**config.mk**
```make
export PLATFORM = sky130hd
export DESIGN_NAME = fifo_access_ctrl
export DESIGN_NICKNAME = d
export VERILOG_FILES = /design/src/rtl/fifo_access_ctrl.sv
export SDC_FILE = /design/constraint.sdc
export NUM_CORES = 1
export LEC_CHECK = 0
export CORE_ASPECT_RATIO = 0.8
export CORE_MARGIN = 5
export CORE_UTILIZATION = 32
export DETAILED_ROUTE_END_ITERATION = 8
export GPL_TIMING_DRIVEN = 0
export PLACE_DENSITY_LB_ADDON = 0.05
export SETUP_SLACK_MARGIN = 0.4
export SLEW_MARGIN = 15
export SYNTH_ARGS = -nofsm -noshare
export SYNTH_HDL_FRONTEND = slang
export SYNTH_SLANG_ARGS = --single-unit
export TNS_END_PERCENT = 5
```
**constraint.sdc**
```tcl
create_clock -name clk -period 3.5 [get_ports clk]
set_clock_uncertainty 0.15 [all_clocks]
set_input_delay 0.7 -clock clk [delete_from_list [all_inputs] [get_ports clk]]
set_output_delay 0.7 -clock clk [all_outputs]
set_load 0.01 [all_outputs]
```
**src/rtl/fifo_access_ctrl.sv**
```systemverilog
// rtl/fifo_access_ctrl.sv - shared FIFO access controller: round-robin producers, one consumer, flush sequencing
//
// Ports:
//   clk, rst           clock and synchronous active-low reset
//   push_valid/data    per-producer write requests; producer i data at [i*kWidth +: kWidth]
//   push_ready         one-hot (or zero) write grant, combinational
//   pop_req            consumer read request (level)
//   pop_valid/data     registered read result, one cycle after the read grant
//   flush, flush_done  drain request and one-cycle completion pulse
//   count              controller-tracked occupancy
//   fifo_*             FIFO write port, read port and status
module fifo_access_ctrl #(
    parameter int kWidth     = 32,
    parameter int kAddrWidth = 4,
    parameter int kReqNum    = 4
) (
    input  logic                      clk,
    input  logic                      rst,
    input  logic [kReqNum-1:0]        push_valid,
    input  logic [kReqNum*kWidth-1:0] push_data,
    output logic [kReqNum-1:0]        push_ready,
    input  logic                      pop_req,
    output logic                      pop_valid,
    output logic [kWidth-1:0]         pop_data,
    input  logic                      flush,
    output logic                      flush_done,
    output logic [kAddrWidth:0]       count,
    output logic                      fifo_write_en,
    output logic [kWidth-1:0]         fifo_write_data,
    output logic                      fifo_read_en,
    input  logic [kWidth-1:0]         fifo_read_data,
    input  logic                      fifo_full,
    input  logic                      fifo_empty
);

    localparam int kPtrW = (kReqNum > 1) ? $clog2(kReqNum) : 1;
    localparam int kCntW = kAddrWidth + 1;

    localparam logic [0:0] ST_RUN   = 1'b0;
    localparam logic [0:0] ST_FLUSH = 1'b1;

    logic [0:0]       state;
    logic [kPtrW-1:0] rr_ptr;
    logic             prio_read;

    logic             in_run;
    logic             write_elig;
    logic             read_elig;
    logic             write_win;
    logic             read_win;
    logic             drain_read;
    logic             grant_found;
    logic [kPtrW-1:0] grant_idx;
    logic [kPtrW-1:0] cand;
    logic [kPtrW-1:0] rr_next;

    // Grants only happen in RUN on a cycle without a flush request; every
    // combinational output is also forced low while reset is asserted.
    assign in_run     = rst && (state == ST_RUN) && !flush;
    assign write_elig = in_run && (|push_valid) && !fifo_full;
    assign read_elig  = in_run && pop_req && !fifo_empty;
    assign write_win  = write_elig && (!read_elig || !prio_read);
    assign read_win   = read_elig && (!write_elig || prio_read);
    assign drain_read = rst && (state == ST_FLUSH) && !fifo_empty;

    // First requesting producer at or after rr_ptr, wrapping modulo kReqNum.
    always_comb begin
        grant_found = 1'b0;
        grant_idx   = rr_ptr;
        cand        = rr_ptr;
        for (int k = 0; k < kReqNum; k++) begin
            cand = kPtrW'((int'(rr_ptr) + k) % kReqNum);
            if (!grant_found && push_valid[cand]) begin
                grant_found = 1'b1;
                grant_idx   = cand;
            end
        end
    end

    assign rr_next = (int'(grant_idx) == kReqNum - 1) ? '0 : grant_idx + kPtrW'(1);

    assign push_ready      = write_win ? (kReqNum'(1) << grant_idx) : '0;
    assign fifo_write_en   = write_win;
    assign fifo_write_data = write_win ? push_data[int'(grant_idx)*kWidth +: kWidth] : '0;
    // write_win and read_win are exclusive by construction, and drain_read
    // only exists outside RUN, so the FIFO never sees both enables.
    assign fifo_read_en    = read_win || drain_read;

    always_ff @(posedge clk) begin
        if (!rst) begin
            state      <= ST_RUN;
            rr_ptr     <= '0;
            prio_read  <= 1'b0;
            count      <= '0;
            pop_valid  <= 1'b0;
            pop_data   <= '0;
            flush_done <= 1'b0;
        end else begin
            if (write_win) begin
                rr_ptr <= rr_next;
                count  <= count + kCntW'(1);
            end else if (fifo_read_en) begin
                count  <= count - kCntW'(1);
            end

            // Priority flips only when both sides actually competed.
            if (write_elig && read_elig) begin
                prio_read <= !prio_read;
            end

            // Drain reads are discarded: they never reach pop_valid/pop_data.
            pop_valid <= read_win;
            if (read_win) begin
                pop_data <= fifo_read_data;
            end

            flush_done <= (state == ST_FLUSH) && fifo_empty;

            case (state)
                ST_RUN:   if (flush) state <= ST_FLUSH;
                ST_FLUSH: if (fifo_empty) state <= ST_RUN;
                default:  state <= ST_RUN;
            endcase
        end
    end

endmodule
```
-- Word-level counts from Yosys, hierarchy flattened
Index checks and enable logic that the tools add are counted.
- muxes and demuxes: 22
- reductions and logical operators: 29
- $add $sub $neg: 6
- equal/unequal tests: 1
- shifts and indexed selects: 2
- bitwise gates (word level): 1
- order comparisons: 4
- operator list (operator ; count):
    $shiftx 128x8->32 ; 1
    $mux 32 ; 1
    $logic_and 1x1->1 ; 15
    $lt 2x3->1 const B ; 4
    $mux 5 ; 2
    $logic_not 1->1 ; 9
    $mux 1 ; 9
    $bmux 1 s2 ; 4
    $mux 2 ; 4
    $add 5x1->5 const B ; 1
    $sub 5x1->5 const B ; 1
    $add 2x1->2 const B ; 2
    $add 2x2->2 const B ; 2
    $mux 4 ; 1
    $reduce_or 4->1 ; 1
    $shl 1x2->4 const A ; 1
    $logic_or 1x1->1 ; 3
    $eq 2x1->1 const B ; 1
    $pmux 1 s2 ; 1
    $reduce_bool 2->1 ; 1
    $not 1->1 ; 1
- bits of input ports: 170
- bits in registers: 43
- word-level logic and storage cells: 72

-- Logic depth before layout (Yosys ltp)
Gate-level depths: netlist of the first run.
- depth in word-level cells: 14
- gate-level depth with buffers: 10
- mapped depth without buffers: 9

-- Least setup slack after synthesis of the first run
Ideal clock, no wire load.
- path kind: input -> register
- start point: input flush
- end point: register count[4]
- slack: 0.477 ns
- data arrival time: 2.743 ns
- stages on the path: 10
- required time: 3.220 ns
- setup time: 0.130 ns
- path through: nor3b_4 -> nor4b_4 -> buf_6 -> inv_1 -> fa_1 -> a21oi_1 -> nor2b_1 -> a2111oi_4 -> o21a_1 -> nor3_2
- elaborated cells on any way between the ends: 15
- RTL lines (element ; line ; RTL):
    start: declaration ; 25 ; input logic flush,
    $logic_not 1->1 (*) ; 59 ; assign in_run = rst && (state == ST_RUN) && !flush;
    $logic_and 1x1->1 (*) ; 59 ;
    $logic_and 1x1->1 (2 in series) ; 61 ; assign read_elig = in_run && pop_req && !fifo_empty;
    $logic_not 1->1 ; 62 ; assign write_win = write_elig && (!read_elig || !prio_read);
    $logic_or 1x1->1 ; 62 ;
    $logic_and 1x1->1 (*) ; 62 ;
    via fifo_write_en ; 28 ; output logic fifo_write_en,
    $mux 5 / $reduce_bool 2->1 (equally long branches) ; -- ;
    end signal: assignment ; 101 ; count <= count + kCntW'(1);
    end signal: assignment ; 103 ; count <= count - kCntW'(1);
    end: declaration ; 27 ; output logic [kAddrWidth:0] count,
The timed path passes the listed nets; every way through them passes the cells marked *.
A chain may end at the register's enable or synchronous reset.

-- Final worst setup path of the first run
- start point: input pop_req
- end point: register count[4]
- longest elaborated chain between the ends: 6
- elaborated cells on any way between the ends: 9
- RTL lines (element ; line ; RTL):
    start: declaration ; 22 ; input logic pop_req,
    $logic_and 1x1->1 (*) (2 in series) ; 61 ;
    $logic_not 1->1 ; 62 ;
    $logic_or 1x1->1 ; 62 ;
    $logic_and 1x1->1 ; 62 ;
    $mux 5 / $reduce_bool 2->1 (equally long branches) ; -- ;
Mark *: on every way between the ends. The rest lies on a longest branch, timed or not.

==> metrics, run 1 <==
status finished clean; largest fanout on the critical path 10; GRT Overall Usage 0.2145; die width 115.7 µm; CTS clock-pin slew for the worst setup and hold paths 0.08 ns; Leakage 2.270 nW; DRC errors left 0; # H-tree levels 2; Clk Latency, worst-skew pair 0.30 ns; Syn Std Cell Area 2860 µm²; final core occ 0.6691; largest net degree at the start of global routing 14; logic gate share of total power 0.403; Sink Count 43; clock network fraction of design power 0.226; initial antenna violation count 0; drt via density 4.898; DRT Pass-1 Iters 4; Synth cell types 41; fill count 752; most used flip-flop cell after synthesis dfxtp_1; Achievable Freq 325.8 MHz; Flop pwr share 0.371; Syn Nets 517; Die Y 94.56 µm; DP HPWL 10530 µm; xor and xnor area share after synthesis 0.01225; Storage cell area 860.8 µm²; Post-Synthesis Cells 339; share of cells above drive strength 1 0.2010; Core Area 8596 µm²; compound-cell area share of the yosys netlist 0.1877; VDD IR max 0.0002508 V; ANT cells 0; CP Class in -> reg; # port buffers 246; simple-gate share of the synthesized area 0.1684; synth top area cells dfxtp_1 30%, mux2i_1 23%, nand2_1 8.9%; gpl congestion 0.8479; Sw Share 0.2860; RSZ-0062 raised after global routing yes; Final nets 789; wire per inst 17.98 µm; multi-input logic area 1944 µm²; first-pass GRT wire length 18510 µm; Slew HR 0.6486; Synth top area share 0.3010; synthesis-stage register bit count 43; Num CTS Buffers 5; initial DRC count 102; Initial Utilization 0.3328; Internal 0.9917 mW; cell taking the most area after synthesis dfxtp_1; P&R area growth vs syn 101.1%; Hold Path Class reg -> reg; post-synthesis area per instance 8.437 µm²; ANT nets after route 0; via count 3546; root buffer cell clkbuf_8; CP Launch Type input port; Post-Route WL 13020 µm; WHS 0.3056 ns; adder and majority gate portion of the synthesized area 0.03762; share of synthesized registers carrying an async set or reset 0; DIE AREA 10940 µm²; Net Switching 0.3973 mW; CTS max path bufs 2; Placement Setup Slack -0.6067 ns; fin. max-slew vios 0; I/O pin count 247; CTS tree built; Setup crit end kind register; Tcrit/Tclk final 0.8770; row cnt 30; Worst Tran Pin Value 0.5271 ns; grt ovf 0; Hold Violations, Final 0; critical path arrival 3.09 ns; min Tclk post-route 3.069 ns; Critical Path RT 3.52 ns; number of flops mapped to enable cells by yosys 0; largest family of logic cells by synthesized area multiplexers; max-cap viol count 0; total number of yosys warnings 0; sequential element share of the synthesized area 0.3010; mux cell area share after synthesis 0.2310; most frequent cell after synthesis nand2_1; PnR worst setup slack 0.4306 ns; Post-synth top cells 68 x nand2_1, 66 x mux2i_1, 43 x dfxtp_1, 39 x a21oi_1, 32 x o22ai_1; Final Setup Violations 0; vias in the first global route 3470; cell area power density 241.5 nW/µm²
-- power groups by stage --
stage               Combinational, mW  Clock, mW  Sequential, mW
detailed placement              0.510          0           0.527
global route                    0.601      0.344           0.518
finish                          0.560      0.313           0.516
floorplan                       0.215          0           0.530
global placement                0.501          0           0.526
CTS                             0.520      0.321           0.515
-- layer usage --
layer  vias to the layer above  track usage  routed length, µm
li1                       1741            -                  -
met1                      1648       0.2634               5210
met2                       139       0.3858               6727
met3                        18      0.05509                908
met4                         0      0.03188                171
met5                         -            0                  0
-- worst max-delay path, stage by stage --
cell	delay (ns)
dlygate4sd2_1	0.26
and3b_2	0.22
nor4b_4	0.27
buf_4	0.17
buf_6	0.13
clkinvlp_4	0.15
fa_2	0.40
a21oi_2	0.15
nor2b_1	0.10
a2111oi_4	0.34
o21a_1	0.16
nor3_2	0.04
-- state kept, by name, summed over array words and instances (netlist names) --
signal	count
pop_data	32
flush_done	1
prio_read	1
rr_ptr	2
state	1
count	5
pop_valid	1
-- through the flow --
step	std cells	setup TNS, ns	instance area, µm²	power [mW]
floorplan	339	0	2860	0.7453
global placement	697	-19.10	5463	1.026
detailed placement	697	-20.45	5463	1.037
CTS	714	0	5527	1.356
global route	724	0	5752	1.464
finish	724	0	5752	1.389
-- cells in the final DEF, fill, tap and decap left out, drive strengths merged --
cell type,n
clkdlybuf4s50,200
nand2,70
buf,70
mux2i,66
dfxtp,43
a21oi,39
o22ai,32
clkbuf,20
nor2,11
ha,7
inv,7
and2,4
nor2b,4
xor2,3
dlygate4sd2,3
o21ai,3
nor3,3
clkdlybuf4s15,3
clkinvlp,2
o21a,2
nor4,2
a2bb2oi,1
o221a,1
and3b,1
nor3b,1
nor4b,1
a221o,1
o22a,1
o311ai,1
or3,1
nand2b,1
a21o,1
nand3,1
and3,1
a2111oi,1
xnor2,1
a211oi,1
fa,1
clkinv,1
-- layout make-up --
type	count	share of cell area
multi-input combinational	263	0.3380
buffer	25	0.03981
clock buffer	6	0.01262
sequential	43	0.1497
inverter	8	0.005873
tap	112	0.02436
timing repair buffer	265	0.4275
clock inverter	2	0.002175
-- path summary, 6_finish.rpt --
| check | startpoint | end | slack [ns] | cells past startpoint |
|---|---|---|---|---|
| max | pop_req | count[4] | 0.43 | 12 |
| min | pop_data[17] | pop_data[17] | 0.31 | 2 |
| max reg2reg | prio_read | count[4] | 0.71 | 11 |
| min reg2reg | pop_data[17] | pop_data[17] | 0.31 | 2 |
-- timing repair --
item,in CTS,in global routing
pin swaps,4,16
buffers inserted,9,9
setup endpoints to repair,41,38
hold buffers,0,0
resized for setup,184,50
cloned,0,1
-- cell families (layout without fill, tap and decap cells) --
group,count (synthesis),in the layout
mux,66,66
fa+ha+maj,8,8
buf+inv,33,306
flops,43,43
simple gates,101,101
xor+xnor,4,4
compound gates,84,84
No activity file was read; power rests on OpenSTA's default activity.
==> inputs of run 2 (changes only) <==
--- a/config.mk
+++ b/config.mk
@@ -10,6 +10,7 @@
 export CORE_UTILIZATION = 32
 export DETAILED_ROUTE_END_ITERATION = 8
 export GPL_TIMING_DRIVEN = 0
+export HOLD_SLACK_MARGIN = 0.15
 export PLACE_DENSITY_LB_ADDON = 0.05
 export SETUP_SLACK_MARGIN = 0.4
 export SLEW_MARGIN = 15
==> results of run 2 <==
Final layout, timing and power as in run 1 (identical DEF).
